### config.mk
export PLATFORM = sky130hd
export DESIGN_NAME = pn2112_descrambler
export DESIGN_NICKNAME = d
export VERILOG_FILES = /design/src/rtl/pn2112_pkg.sv /design/src/rtl/pn2112_lfsr32.sv /design/src/rtl/pn2112_descrambler.sv
export SDC_FILE = /design/constraint.sdc
export NUM_CORES = 1
export LEC_CHECK = 0
export ABC_AREA = 1
export BUFFER_PORTS_ARGS = -buffer_cell sky130_fd_sc_hd__clkbuf_2
export CORE_MARGIN = 8
export CORE_UTILIZATION = 57
export DETAILED_ROUTE_END_ITERATION = 8
export PLACE_DENSITY = 0.8
export SYNTH_ARGS = -nofsm -noshare
export SYNTH_HDL_FRONTEND = slang
export SYNTH_SLANG_ARGS = --single-unit
### constraint.sdc
create_clock -name clk -period 1.6 [get_ports clk]
set_input_delay 0.08 -clock clk [delete_from_list [all_inputs] [get_ports clk]]
set_output_delay 0.08 -clock clk [all_outputs]
set_load 0.02 [all_outputs]
### src/rtl/pn2112_pkg.sv
// Shared constants, tap positions and state type for the PN-2112 descrambler slice.
// Latency: none (definitions only).
// Backpressure: none (definitions only).
package pn2112_pkg;

  localparam int PN_WORD_W = 32;
  localparam int PN_WORDS  = 66;
  localparam int PN_LFSR_W = 58;
  localparam int PN_IDX_W  = 7;

  // Polynomial 1 + x^39 + x^58
  localparam int PN_TAP_A = 39;
  localparam int PN_TAP_B = 58;

  localparam logic [PN_LFSR_W-1:0] PN_SEED     = {PN_LFSR_W{1'b1}};
  localparam logic [PN_IDX_W-1:0]  PN_LAST_IDX = 7'(PN_WORDS - 1);

  typedef enum logic {
    HUNT = 1'b0,
    RUN  = 1'b1
  } pn_state_t;

endpackage

### src/rtl/pn2112_lfsr32.sv
// Combinational 32-step advance of the PN-2112 Fibonacci LFSR, plus the 32 sequence bits it emits.
// Latency: purely combinational; the caller owns the state register.
// Backpressure: none; the caller decides when to take next_state.
module pn2112_lfsr32
  import pn2112_pkg::*;
(
  input  logic [PN_LFSR_W-1:0] state,
  output logic [PN_WORD_W-1:0] pn,
  output logic [PN_LFSR_W-1:0] next_state
);

  // state[i] holds sequence bit s[n+i]; the oldest bit leaves first, and the
  // new bit is s[n+58] = s[n+19] ^ s[n] (taps at x^39 and x^58).
  localparam int FB_IDX = PN_TAP_B - PN_TAP_A;

  logic [PN_LFSR_W-1:0] work;

  // Unrolled 32 single-bit steps; bit 0 of pn is the earliest sequence bit
  always_comb begin
    work = state;
    pn   = '0;
    for (int i = 0; i < PN_WORD_W; i++) begin
      pn[i] = work[0];
      work  = {work[FB_IDX] ^ work[0], work[PN_LFSR_W-1:1]};
    end
    next_state = work;
  end

endmodule

### src/rtl/pn2112_descrambler.sv
// Receive PN-2112 descrambler: XORs each 32-bit word of a 66-word FEC block with the on-the-fly PN sequence.
// Latency: 1 cycle, all outputs registered; one word per cycle.
// Backpressure: none; words arrive on din_valid and are never stalled. Optional framing check: PN2112_SOB_CHECK_EN.
module pn2112_descrambler
  import pn2112_pkg::*;
(
  input  logic                 clk,
  input  logic                 arst_n,
  input  logic                 din_valid,
  input  logic                 din_sob,
  input  logic [PN_WORD_W-1:0] din,
  output logic                 dout_valid,
  output logic                 dout_sob,
  output logic [PN_WORD_W-1:0] dout,
  output logic [PN_IDX_W-1:0]  dout_idx,
  output logic                 block_err
);

  pn_state_t             state_q, state_d;
  logic [PN_LFSR_W-1:0]  lfsr_q, lfsr_d, lfsr_in, lfsr_step;
  logic [PN_IDX_W-1:0]   idx_q, idx_d, emit_idx;
  logic [PN_WORD_W-1:0]  pn_word;
  logic                  accept;
  logic                  reseed;
  logic                  drop_to_hunt;
  logic                  err_d;

  logic                  dout_valid_q, dout_sob_q, block_err_q;
  logic [PN_WORD_W-1:0]  dout_q;
  logic [PN_IDX_W-1:0]   dout_idx_q;

  // A word taken as word 0 always starts from the seed, whatever the register holds
  assign lfsr_in = reseed ? PN_SEED : lfsr_q;

  pn2112_lfsr32 u_lfsr (
    .state      (lfsr_in),
    .pn         (pn_word),
    .next_state (lfsr_step)
  );

  // State, LFSR and word-index registers
  always_ff @(posedge clk or negedge arst_n) begin
    if (!arst_n) begin
      state_q <= HUNT;
      lfsr_q  <= PN_SEED;
      idx_q   <= '0;
    end else begin
      state_q <= state_d;
      lfsr_q  <= lfsr_d;
      idx_q   <= idx_d;
    end
  end

  // Framing decode: decide whether this word is accepted, restarts a block, or is dropped
  always_comb begin
    state_d      = state_q;
    accept       = 1'b0;
    reseed       = 1'b0;
    drop_to_hunt = 1'b0;
    err_d        = 1'b0;
    if (din_valid) begin
      case (state_q)
        HUNT: begin
          if (din_sob) begin
            accept  = 1'b1;
            reseed  = 1'b1;
            state_d = RUN;
          end
        end
        RUN: begin
          if (din_sob) begin
            // sob always realigns; off-boundary sob is a framing slip
            accept = 1'b1;
            reseed = 1'b1;
`ifdef PN2112_SOB_CHECK_EN
            err_d  = (idx_q != '0);
`endif
          end else if (idx_q == '0) begin
`ifdef PN2112_SOB_CHECK_EN
            // Expected a new block but no sob: lose lock
            err_d        = 1'b1;
            drop_to_hunt = 1'b1;
            state_d      = HUNT;
`else
            // Free-run: the LFSR was already reloaded on the wrap
            accept = 1'b1;
`endif
          end else begin
            accept = 1'b1;
          end
        end
        default: state_d = HUNT;
      endcase
    end
  end

  // Next index and LFSR: wrap after word 65 and reload the seed for the next block
  always_comb begin
    emit_idx = reseed ? '0 : idx_q;
    idx_d    = idx_q;
    lfsr_d   = lfsr_q;
    if (accept) begin
      if (emit_idx == PN_LAST_IDX) begin
        idx_d  = '0;
        lfsr_d = PN_SEED;
      end else begin
        idx_d  = emit_idx + 7'd1;
        lfsr_d = lfsr_step;
      end
    end else if (drop_to_hunt) begin
      idx_d  = '0;
      lfsr_d = PN_SEED;
    end
  end

  // Output registers; data and index hold when no word is emitted
  always_ff @(posedge clk or negedge arst_n) begin
    if (!arst_n) begin
      dout_valid_q <= 1'b0;
      dout_sob_q   <= 1'b0;
      dout_q       <= '0;
      dout_idx_q   <= '0;
      block_err_q  <= 1'b0;
    end else begin
      dout_valid_q <= accept;
      dout_sob_q   <= accept && (emit_idx == '0);
      block_err_q  <= err_d;
      if (accept) begin
        dout_q     <= din ^ pn_word;
        dout_idx_q <= emit_idx;
      end
    end
  end

  assign dout_valid = dout_valid_q;
  assign dout_sob   = dout_sob_q;
  assign dout       = dout_q;
  assign dout_idx   = dout_idx_q;
  assign block_err  = block_err_q;

endmodule

**Word level (Yosys, flattened, before mapping)**

Cells that the tools add are included.

- Register bits: 107
- Input bits: 36
- Output and inout port bits: 42

- Add/sub/neg operators: 1
- Eq/ne operators: 1
- Muxes and demuxes: 9
- Bitwise operators: 34
- Reduce and logical (&&, ||, !) cells: 2

Operators with widths:

| operator | count |
|---|---|
| 2-to-1 mux 58 bit | 2 |
| XOR 1 bit | 32 |
| XOR 32 bit | 1 |
| 2-to-1 mux 7 bit | 2 |
| adder 7 x 1 -> 7 bit (second input constant) | 1 |
| equality test 7 bit (second input constant) | 1 |
| logical NOT 7 bit | 1 |
| 2-to-1 mux 1 bit | 4 |
| one-hot mux 1 bit (2 select lines) | 1 |
| logical AND 1 bit | 1 |
| inverter 1 bit | 1 |

**Depth between registers and ports, before layout**

Gate-level depths: netlist of run 1.

- Depth after elaboration: 5
- Gate-level depth with buffers: 8
- Mapped depth without buffers: 7

**Cells and area by module**

From an unflattened synthesis of run 1, not the netlist that was laid out.

- Cells, all modules: 741
- Area total of the unflattened synthesis: 5840.6 µm²

By module, submodules not included:

| module | instances | cells an instance | area an instance (µm²) |
|---|---|---|---|
| pn2112_descrambler | 1 | 536 | 4853.4 |
| pn2112_lfsr32 | 1 | 205 | 987.2 |

**Worst setup path after synthesis of run 1**

Ideal clock, no wire load.

- Kind: reg-to-reg
- Start point: reg idx_q[4]
- End point: reg idx_q[1]
- Setup time: 0.127 ns
- Data arrival time: 1.035 ns
- Required time: 1.473 ns
- Slack: 0.438 ns
- Stages on the path, launching flop included: 6
- Path buffers: 1
- Clock period less this slack: 1.162 ns
- Cells stage by stage: dfrtp_1 -> o21ai_0 -> nand3_1 -> nand2_2 -> buf_2 -> o22ai_1

- Cells in the longest elaborated chain, start to end: 3

Ends and longest elaborated chain:

| item | line | RTL |
|---|---|---|
| from (decl) | pn2112_descrambler.sv:21 | `logic [PN_IDX_W-1:0] idx_q, idx_d, emit_idx;` |
| from (signal assigned) | pn2112_descrambler.sv:50 | `idx_q <= idx_d;` |
| 2-to-1 mux 7 bit | pn2112_descrambler.sv:99 | `emit_idx = reseed ? '0 : idx_q;` |
| equality test 7 bit | pn2112_descrambler.sv:103 | `if (emit_idx == PN_LAST_IDX) begin` |
| 2-to-1 mux 7 bit | pn2112_descrambler.sv:103 |  |

No other way between the ends.
A chain may end at the register's enable or synchronous reset.

**Worst setup path after layout of run 1**

- Start point: reg state_q
- End point: reg lfsr_q[35]

- Cells in the longest elaborated chain, start to end: 3

Ends and longest elaborated chain:

| item | line | RTL |
|---|---|---|
| from (decl) | pn2112_descrambler.sv:19 | `pn_state_t state_q, state_d;` |
| from (signal assigned) | pn2112_descrambler.sv:48 | `state_q <= state_d;` |
| inverter 1 bit | -- |  |
| one-hot mux 1 bit (2 select lines) * | pn2112_descrambler.sv:62 | `case (state_q)` |
| 2-to-1 mux 1 bit * | pn2112_descrambler.sv:61 | `if (din_valid) begin` |
| to (signal assigned) | pn2112_descrambler.sv:49 | `lfsr_q <= lfsr_d;` |
| to (decl) | pn2112_descrambler.sv:20 | `logic [PN_LFSR_W-1:0] lfsr_q, lfsr_d, lfsr_in, lfsr_step;` |

Every way passes the cells marked *; elsewhere a longest branch is shown, timed or not.

==> run_results.csv, run 1 <==
group,metric,value,unit
outcome,outcome,"complete, no violations",
yosys,avgSynthCellArea,8.413,um^2
grt,gr-total-overflow,0,
power,p_sw,3.720,mW
clock_network,cts_buffer_depth,2,
finish,mostFrequentLayoutCells,"178 x nand2_1, 119 x inv_1, 80 x o21ai_0, 75 x clkbuf_2, 58 x dfstp_2",
grt,gr-usage-all-layers,0.2011,
clock_network,htree_levels,3,
yosys,ys_seq_area_frac,0.5222,
clock_network,insertion_delay,0.36,ns
place,place_inst,796,
critical_path,path_common_cell,"nand2_1",
place,dp_slack,0.1656,ns
power,internal_power,5.997,mW
routing,top_layer,"met4",
clock_network,postCtsSetupBuffers,0,
critical_path,cpPeakStageDelay,0.40,ns
power,p_leak,3.130,nW
sta,fin_skew,0.01229,ns
clock_network,clkTransAtPathRegs,0.11,ns
finish,multi_input_area,1889,um^2
grt,antenna_found_initial,0,
critical_path,slowest_stage,"dfrtp_1",
grt,grt_max_degree,51,
routing,wl_met1,5433,um
routing,firstDrtPassIters,5,
critical_path,path_depth,8,
yosys,ys_warn_count,0,
sta,relSlewSlack,0.6515,
routing,num_vias,4122,
clock_network,tritoncts,"built",
hold_path,worstHoldPathCells,3,
sta,finalSetupTns,0,ns
sta,whs,0.01406,ns
hold_path,hp-class,"in2reg",
yosys,ys_ff_latch,107,
yosys,synth_cell_types,25,
grt,grt_pass1_vias,4057,
critical_path,cp.buffers_inverters,4,
floorplan,core_area,9109,um^2
floorplan,die_w,112.1,um
power,p_comb_frac,0.381,
hold_path,worstHoldStart,"din[28]",
finish,final_common_cell,"nand2_1",
finish,fin_nets,741,
routing,avgViaCountPerCell,5.021,
routing,postRouteAntennaNets,0,
critical_path,r2r_cells,8,
sta,rsz0062_at_grt,"yes",
job,maxCapViolations,0,
sta,setup_ws,0.1289,ns
clock_network,cts-root-buf,"clkbuf_8",
critical_path,endpoint_kind,"register",
critical_path,rr_startpoint,"state_q$_DFFE_PN0P_",
yosys,synthesis.area,5266,um^2
routing,routedWlPerCell,14.84,um
routing,wl_met3,672,um
finish,diodes,0,
critical_path,reg2reg_slack,0.13,ns
floorplan,initial_core_util,0.5782,
place,numPortBuffers,76,
finish,synthToLayoutAreaGrowth,15.21,%
finish,fillers,722,
critical_path,crit_chain,"nand2_1 > inv_2 > nor2_8 > buf_12 > buf_4 > nand2_1 > o21ai_0 > inv_1",
sta,worst_pin_slew,0.5227,ns
critical_path,crit_arrival,1.77,ns
finish,final_cells,821,
place,gp_congestion,0.8787,
power,vdd_drop_max,554.0,uV
sta,hold_viol,0,
clock_network,numClockSinks,107,
sta,min_period_over_period,0.9194,
finish,register_area,2750,um^2
critical_path,critPathTopFamily,"buffers and inverters",
routing,routed_wl,12190,um
power,power_frac_clock,0.161,
floorplan,io_pins,78,
critical_path,cp_max_fo,40,
sta,fmaxAchievable,679.8,MHz
floorplan,die-area,12570,um^2
sta,maxSlewViolCount,0,
power,p_sw_frac,0.3828,
sta,setup_violations,0,
power,p_seq_frac,0.458,
grt,grt_pass1_wl,20320,um
routing,drt_drc_violations_left,0,
routing,drt_iter0_drc,357,
clock_network,cts_buffers,9,
yosys,syn_nets,662,
finish,drive_gt1_frac,0.2408,
power,power.density,1602,nW/um^2
yosys,syn_inst,626,
critical_path,worstReg2RegEnd,"lfsr_q[35]$_DFFE_PN1P_",
critical_path,critPathKind,"reg2reg",
hold_path,hold_end,"dout[28]$_DFFE_PN0P_",
critical_path,cp-start-kind,"register",
floorplan,die_height,112.1,um
critical_path,critical_path_required,1.90,ns
routing,wl_met2,5836,um
floorplan,num_rows,35,
sta,finalCriticalPeriod,1.471,ns
place,place_hpwl,8788,um
## synthesized netlist by cell type, drive strengths merged
cell	count	area [um^2]
dfstp	58	1524
nand2	180	680.7
nor4	1	12.51
xor2	32	280.3
or2	1	6.260
o21ai	101	505.5
nand3	8	45.04
conb	1	3.750
clkbuf	4	15.01
nor2	7	42.54
nand4	1	6.260
a21oi	1	5.000
buf	25	153.9
xnor2	33	289.0
dfrtp	49	1226
o22ai	2	12.51
inv	122	457.9
## tightest hold or removal path, cell delays in order
cell and delay (ns):
clkbuf_2 0.09, xnor2_1 0.10, o21ai_0 0.07
## per-stage QoR
stage,utilization,area (um^2),power [mW]
6_report,0.6661,6067,9.717
5_1_grt,0.6661,6067,10.42
4_1_cts,0.6661,6067,9.771
3_5_place_dp,0.6364,5797,8.157
3_3_place_gp,0.6364,5797,7.974
2_1_floorplan,-,5266,7.052
## flip-flops by register name (all words and copies together) (netlist names)
register    flops
dout_idx        7
dout_sob        1
state_q         1
lfsr_q         58
dout_valid      1
dout           32
idx_q           7
## repair_timing
action | 4_1_cts | 5_1_grt
hold buffers | 9 | 0
hold endpoints to repair | 22 | 0
setup endpoints to repair | 0 | 3
gates resized for setup | 0 | 0
## power groups by stage
| stage | clock network [mW] | logic, mW | registers, mW |
|---|---|---|---|
| floorplan | 0 | 2.26 | 4.79 |
| global placement | 0 | 3.53 | 4.45 |
| detailed placement | 0 | 3.65 | 4.50 |
| CTS | 1.60 | 3.72 | 4.45 |
| global route | 1.70 | 4.18 | 4.54 |
| finish | 1.56 | 3.70 | 4.45 |
## metal layers
metal,GRT usage,vias to the layer above
li1,-,2028
met1,0.2614,1953
met2,0.3264,121
met3,0.03757,20
met4,0.07734,0
met5,0,-
## how the worst max path moves through the flow
stage | start | endpoint | slack (ns)
2_1_floorplan | idx_q[4]$_DFFE_PN0P_ | idx_q[1]$_DFFE_PN0P_ | 0.44
3_3_place_gp | state_q$_DFFE_PN0P_ | lfsr_q[12]$_DFFE_PN1P_ | 0.21
3_5_place_dp | state_q$_DFFE_PN0P_ | lfsr_q[55]$_DFFE_PN1P_ | 0.17
4_1_cts | state_q$_DFFE_PN0P_ | lfsr_q[35]$_DFFE_PN1P_ | 0.12
5_1_grt | state_q$_DFFE_PN0P_ | lfsr_q[43]$_DFFE_PN1P_ | -0.008
6_report | state_q$_DFFE_PN0P_ | lfsr_q[35]$_DFFE_PN1P_ | 0.13
## area by class of cell
| cell class | count | area share |
|---|---|---|
| multi-input combinational | 368 | 0.3114 |
| tap | 111 | 0.02289 |
| inverter | 122 | 0.07548 |
| clock buffer | 9 | 0.02042 |
| sequential | 107 | 0.4533 |
| clock inverter | 7 | 0.009280 |
| timing repair buffer | 97 | 0.1072 |
## cell families (layout without fill, tap and decap cells)
kind of cell	count (synthesis)	in the layout	share of synthesized area
DFF	107	107	0.5222
xor gates and xnor gates	65	65	0.1081
and+or+nand+nor	198	198	0.1506
other	1	1	0.0007121
AOI/OAI and AO/OA	104	104	0.09931
buffers and inverters	151	235	0.1190
No activity file was read; power rests on OpenSTA's default activity.
==> run 2, diff against run 1 <==
--- a/config.mk
+++ b/config.mk
@@ -8,9 +8,9 @@
 export ABC_AREA = 1
 export BUFFER_PORTS_ARGS = -buffer_cell sky130_fd_sc_hd__clkbuf_2
 export CORE_MARGIN = 8
-export CORE_UTILIZATION = 57
+export CORE_UTILIZATION = 55
 export DETAILED_ROUTE_END_ITERATION = 8
-export PLACE_DENSITY = 0.8
+export PLACE_DENSITY = 0.75
 export SYNTH_ARGS = -nofsm -noshare
 export SYNTH_HDL_FRONTEND = slang
 export SYNTH_SLANG_ARGS = --single-unit
==> run 2 against run 1 <==
Net effect:
- first-iteration DRC count rose by 11%
- clock skew barely moved
- clock-buffer cell count rose by 3
- critical path depth fell by 2
- largest cell class unchanged
- highest routed layer unchanged
==> run_results.csv, run 2 (synthesized netlist as in run 1, its figures left out) <==
group,metric,value,unit
sta,rsz0062_at_grt,"no",
job,maxCapViolations,0,
outcome,outcome,"complete, no violations",
clock_network,cts_buffer_depth,2,
critical_path,critical_path_required,1.91,ns
critical_path,endpoint_kind,"register",
floorplan,initial_core_util,0.5673,
place,numPortBuffers,76,
place,place_inst,810,
grt,grt_max_degree,109,
clock_network,numClockSinks,107,
place,place_hpwl,8311,um
place,gp_congestion,0.8533,
sta,maxSlewViolCount,0,
grt,antenna_found_initial,0,
power,vdd_drop_max,573.4,uV
routing,drt_drc_violations_left,0,
finish,final_common_cell,"nand2_1",
finish,regMostFlops,"lfsr_q",
clock_network,cts-root-buf,"clkbuf_8",
sta,setup_violations,0,
clock_network,tritoncts,"built",
finish,drive_gt1_frac,0.2331,
power,p_sw,3.632,mW
sta,setup_ws,0.1257,ns
power,p_leak,3.141,nW
finish,synthToLayoutAreaGrowth,16.77,%
power,p_comb_frac,0.370,
hold_path,hp-class,"in2reg",
routing,drt_iter0_drc,398,
grt,grt_pass1_vias,4069,
routing,routedWlPerCell,14.40,um
floorplan,die_height,113.9,um
critical_path,critPathKind,"reg2reg",
sta,finalSetupTns,0,ns
sta,hold_viol,0,
power,internal_power,6.329,mW
routing,firstDrtPassIters,4,
finish,mostFrequentLayoutCells,"178 x nand2_1, 119 x inv_1, 80 x o21ai_0, 75 x clkbuf_2, 58 x dfstp_2",
critical_path,cp-start-kind,"register",
finish,largest_register_ffs,58,
sta,fin_skew,0.01242,ns
sta,finalCriticalPeriod,1.474,ns
floorplan,core_area,9284,um^2
critical_path,cp_max_fo,29,
finish,final_cells,841,
sta,fmaxAchievable,678.3,MHz
floorplan,num_rows,35,
power,p_sw_frac,0.3646,
clock_network,clkTransAtPathRegs,0.09,ns
finish,design_area,6150,um^2
sta,whs,0.009314,ns
floorplan,die_w,113.9,um
grt,gr-total-overflow,0,
sta,min_period_over_period,0.9214,
grt,grt_pass1_wl,19920,um
place,place_area,5764,um^2
routing,routed_wl,12110,um
routing,postRouteAntennaNets,0,
place,dp_slack,0.1374,ns
clock_network,insertion_delay,0.37,ns
clock_network,cts_buffers,9,
finish,diodes,0,
floorplan,die-area,12960,um^2
critical_path,crit_arrival,1.78,ns
routing,num_vias,4099,
clock_network,cts-resized-gates,0,
power,p_seq_frac,0.447,
power,power_frac_clock,0.183,
grt,gr-usage-all-layers,0.1922,
routing,avgViaCountPerCell,4.874,
power,power.density,1620,nW/um^2
critical_path,reg2reg_slack,0.13,ns
finish,fin_nets,743,
clock_network,htree_levels,3,
floorplan,io_pins,78,
-- run 2: per-stage QoR --
step	utilization	total power, mW
finish	0.6624	9.961
global route	0.6624	10.68
CTS	0.6597	9.998
detailed placement	0.6209	8.122
global placement	0.6209	7.960
floorplan	-	7.052
-- run 2: power groups by stage --
| stage | Clock [mW] | Combinational [mW] | Sequential [mW] |
|---|---|---|---|
| 4_1_cts | 1.85 | 3.69 | 4.46 |
| 5_1_grt | 1.95 | 4.18 | 4.56 |
| 3_5_place_dp | 0 | 3.62 | 4.50 |
| 6_report | 1.82 | 3.69 | 4.45 |
| 3_3_place_gp | 0 | 3.51 | 4.45 |
| 2_1_floorplan | 0 | 2.26 | 4.79 |
-- run 2: critical path, stage by stage, from the launching register on --
cell,delay (ns)
dfrtp_1,0.42
o21ai_0,0.26
nand3_1,0.13
nand2_2,0.18
buf_12,0.20
o21ai_0,0.13
inv_1,0.09
-- run 2: final cells by class --
class / count / area (um^2)
Clock buffer: 12 / 145.1
Clock inverter: 4 / 75.07
Fill cell: 762 / 3134
Inverter: 122 / 457.9
Multi-Input combinational cell: 368 / 1889
Sequential cell: 107 / 2750
Tap cell: 129 / 161.4
Timing Repair Buffer: 99 / 670.6
-- run 2: final timing paths --
kind	startpoint	to	cells past startpoint
setup / recovery	idx_q[4]$_DFFE_PN0P_	lfsr_q[43]$_DFFE_PN1P_	6
hold / removal	din[4]	dout[4]$_DFFE_PN0P_	3
setup reg to reg	idx_q[4]$_DFFE_PN0P_	lfsr_q[43]$_DFFE_PN1P_	6
hold reg to reg	state_q$_DFFE_PN0P_	state_q$_DFFE_PN0P_	1
max in group asynchronous	arst_n	lfsr_q[4]$_DFFE_PN1P_	3
min in group asynchronous	arst_n	dout_idx[2]$_DFFE_PN0P_	2
-- run 2: repair_timing --
action | in CTS | in global routing
hold buffers | 14 | 0
hold endpoints to repair | 47 | 0
setup endpoints to repair | 0 | 1
setup buffers | 0 | 0
-- run 2: per-layer routing --
layer  track usage  wire length [um]  up-vias
li1              -                 -     2027
met2        0.2931              5542      119
met5             0                 0        -
met4       0.08075               230        0
met1        0.2628              5657     1937
met3       0.03539               676       16
==> run 3, diff against run 2 <==
--- a/config.mk
+++ b/config.mk
@@ -8,9 +8,9 @@
 export ABC_AREA = 1
 export BUFFER_PORTS_ARGS = -buffer_cell sky130_fd_sc_hd__clkbuf_2
 export CORE_MARGIN = 8
-export CORE_UTILIZATION = 55
+export CORE_UTILIZATION = 45
 export DETAILED_ROUTE_END_ITERATION = 8
-export PLACE_DENSITY = 0.75
+export PLACE_DENSITY = 0.66
 export SYNTH_ARGS = -nofsm -noshare
 export SYNTH_HDL_FRONTEND = slang
 export SYNTH_SLANG_ARGS = --single-unit
==> constraint.sdc (replaced) <==
create_clock -name clk -period 1.3 [get_ports clk]
set_input_delay 0.065 -clock clk [delete_from_list [all_inputs] [get_ports clk]]
set_output_delay 0.065 -clock clk [all_outputs]
set_load 0.02 [all_outputs]
==> run 3 against run 2 <==
Net effect:
- the flow now finishes with violations (setup timing)
- power increased by 35%
- global-route usage shrank 3.1 points
- clock power up 43%
- final area up 11%
- critical path depth up 1
- critical path type unchanged
- largest cell class unchanged
- highest routed layer unchanged
==> run_results.csv, run 3 (synthesized netlist as in run 1, its figures left out) <==
group,metric,value,unit
routing,num_vias,4349,
grt,gr-total-overflow,0,
critical_path,crit_arrival,1.62,ns
power,p_sw_frac,0.3673,
floorplan,die_height,124.2,um
sta,maxSlewViolCount,0,
floorplan,core_area,11420,um^2
power,power.density,1959,nW/um^2
power,vdd_drop_max,1101,uV
place,place_hpwl,8706,um
critical_path,cpPeakStageDelay,0.42,ns
critical_path,slowest_stage,"dfrtp_1",
floorplan,num_rows,39,
clock_network,htree_levels,3,
job,maxCapViolations,0,
power,power_frac_clock,0.194,
finish,fillers,967,
finish,final_cells,885,
critical_path,critical_path_required,1.59,ns
critical_path,reg2reg_slack,-0.02,ns
routing,firstDrtPassIters,5,
clock_network,numClockSinks,107,
clock_network,insertion_delay,0.35,ns
sta,hold_viol,0,
floorplan,initial_core_util,0.4612,
sta,finalSetupTns,-0.1865,ns
power,p_total,13.40,mW
sta,setup_violations,18,
floorplan,die_w,124.2,um
sta,rsz0062_at_grt,"yes",
routing,drt_drc_violations_left,0,
finish,largest_register_ffs,58,
finish,regMostFlops,"lfsr_q",
critical_path,critPathKind,"reg2reg",
finish,drive_gt1_frac,0.3235,
finish,final_common_cell,"nand2_1",
clock_network,cts_buffer_depth,2,
critical_path,cp.buffers_inverters,2,
floorplan,io_pins,78,
routing,routed_wl,14500,um
sta,finalCriticalPeriod,1.324,ns
clock_network,clkTransAtPathRegs,0.07,ns
finish,diodes,0,
critical_path,endpoint_kind,"register",
routing,routedWlPerCell,16.38,um
power,p_sw,4.922,mW
hold_path,hp-class,"in2reg",
floorplan,die-area,15420,um^2
power,internal_power,8.478,mW
clock_network,tritoncts,"built",
clock_network,cts_buffers,9,
sta,min_period_over_period,1.019,
finish,design_area,6842,um^2
grt,antenna_found_initial,0,
grt,grt_max_degree,53,
critical_path,cp-start-kind,"register",
critical_path,worstReg2RegEnd,"lfsr_q[49]$_DFFE_PN1P_",
finish,synthToLayoutAreaGrowth,29.91,%
routing,avgViaCountPerCell,4.914,
critical_path,crit_chain,"nand2_2 > nor2_4 > nand3_4 > nand2_8 > clkbuf_16 > o21ai_1 > inv_1",
place,place_area,5967,um^2
power,p_leak,3.470,nW
grt,grt_pass1_wl,19440,um
outcome,violations,"setup timing",
outcome,outcome,"finished, violations left",
hold_path,hold_end,"dout[13]$_DFFE_PN0P_",
critical_path,rr_startpoint,"idx_q[0]$_DFFE_PN0P_",
clock_network,cts-root-buf,"clkbuf_16",
critical_path,cp_max_fo,7,
hold_path,worstHoldPathCells,3,
finish,fin_nets,773,
routing,postRouteAntennaNets,0,
grt,grt_pass1_vias,3784,
sta,whs,0.003310,ns
grt,gr-usage-all-layers,0.1610,
sta,fin_skew,0.005963,ns
finish,mostFrequentLayoutCells,"173 x nand2_1, 118 x inv_1, 75 x clkbuf_2, 58 x dfstp_2, 49 x dfrtp_1",
critical_path,r2r_cells,7,
routing,drt_iter0_drc,310,
critical_path,critPathTopFamily,"simple AND/OR/NAND/NOR gates",
power,p_seq_frac,0.410,
place,numPortBuffers,76,
power,p_comb_frac,0.396,
critical_path,path_depth,7,
sta,fmaxAchievable,755.1,MHz
place,place_inst,842,
sta,setup_ws,-0.02440,ns
hold_path,worstHoldStart,"din[13]",
place,gp_congestion,0.8700,
[run 3: changes by cell type in the layout (fill, tap and decap cells not counted), moves of 9 or more]
cell / change
dlygate4sd3_1: -13
clkbuf_16: +19
o21ai_2: +23
o21ai_0: -36
o21ai_1: +13
buf_6: +9
buf_4: +18
[run 3: worst max path at each step]
stage / start / endpoint / slack, ns
floorplan: idx_q[4]$_DFFE_PN0P_ / idx_q[1]$_DFFE_PN0P_ / 0.14
global placement: din_valid / lfsr_q[36]$_DFFE_PN1P_ / -0.02
detailed placement: din_valid / lfsr_q[36]$_DFFE_PN1P_ / -0.1
CTS: idx_q[1]$_DFFE_PN0P_ / lfsr_q[47]$_DFFE_PN1P_ / -0.0008
global route: state_q$_DFFE_PN0P_ / lfsr_q[56]$_DFFE_PN1P_ / -0.09
finish: idx_q[0]$_DFFE_PN0P_ / lfsr_q[49]$_DFFE_PN1P_ / -0.02
[run 3: stage by stage]
| step | util | worst slack (ns) |
|---|---|---|
| 6_report | 0.5992 | -0.02440 |
| 5_1_grt | 0.5992 | -0.08797 |
| 4_1_cts | 0.5481 | -0.0007544 |
| 3_5_place_dp | 0.5226 | -0.09599 |
| 3_3_place_gp | 0.5226 | -0.02264 |
| 2_1_floorplan | - | 0.1385 |
[run 3: area by class of cell]
class | instances | area [um^2] | share of cell area
tap | 143 | 178.9 | 0.02615
clock buffer | 14 | 264.0 | 0.03859
inverter | 122 | 462.9 | 0.06767
multi-input combinational | 369 | 2053 | 0.3001
clock inverter | 2 | 10.01 | 0.001463
timing repair buffer | 128 | 1122 | 0.1640
sequential | 107 | 2750 | 0.4020
[run 3: metal layers]
metal  up-vias  GRT usage  share of wire
met5         -          0              0
met4         0    0.04684          0.020
met3        20    0.04034          0.075
met2       152     0.2451           0.50
met1      2076     0.2223           0.41
li1       2101          -              -
[run 3: worst reg2reg max path, cell delays in order (launching register included)]
cell and delay, ns:
dfrtp_1 0.42, nand2_2 0.10, nor2_4 0.15, nand3_4 0.14, nand2_8 0.15, clkbuf_16 0.18, o21ai_1 0.07, inv_1 0.06
[run 3: power groups by stage]
stage | Clock, mW | Combinational (mW) | Sequential, mW
after detailed placement | 0 | 4.62 | 5.51
after global placement | 0 | 4.52 | 5.47
after floorplan | 0 | 2.79 | 5.89
after CTS | 2.62 | 4.68 | 5.47
final | 2.60 | 5.31 | 5.49
after global routing | 2.77 | 5.89 | 5.61
[run 3: what timing repair did]
item	in CTS	in global routing
setup endpoints to repair	40	89
hold endpoints to repair	49	0
buffers inserted	1	7
pin swaps	1	3
resized for setup	7	75
cloned	0	18
hold buffers	1	0
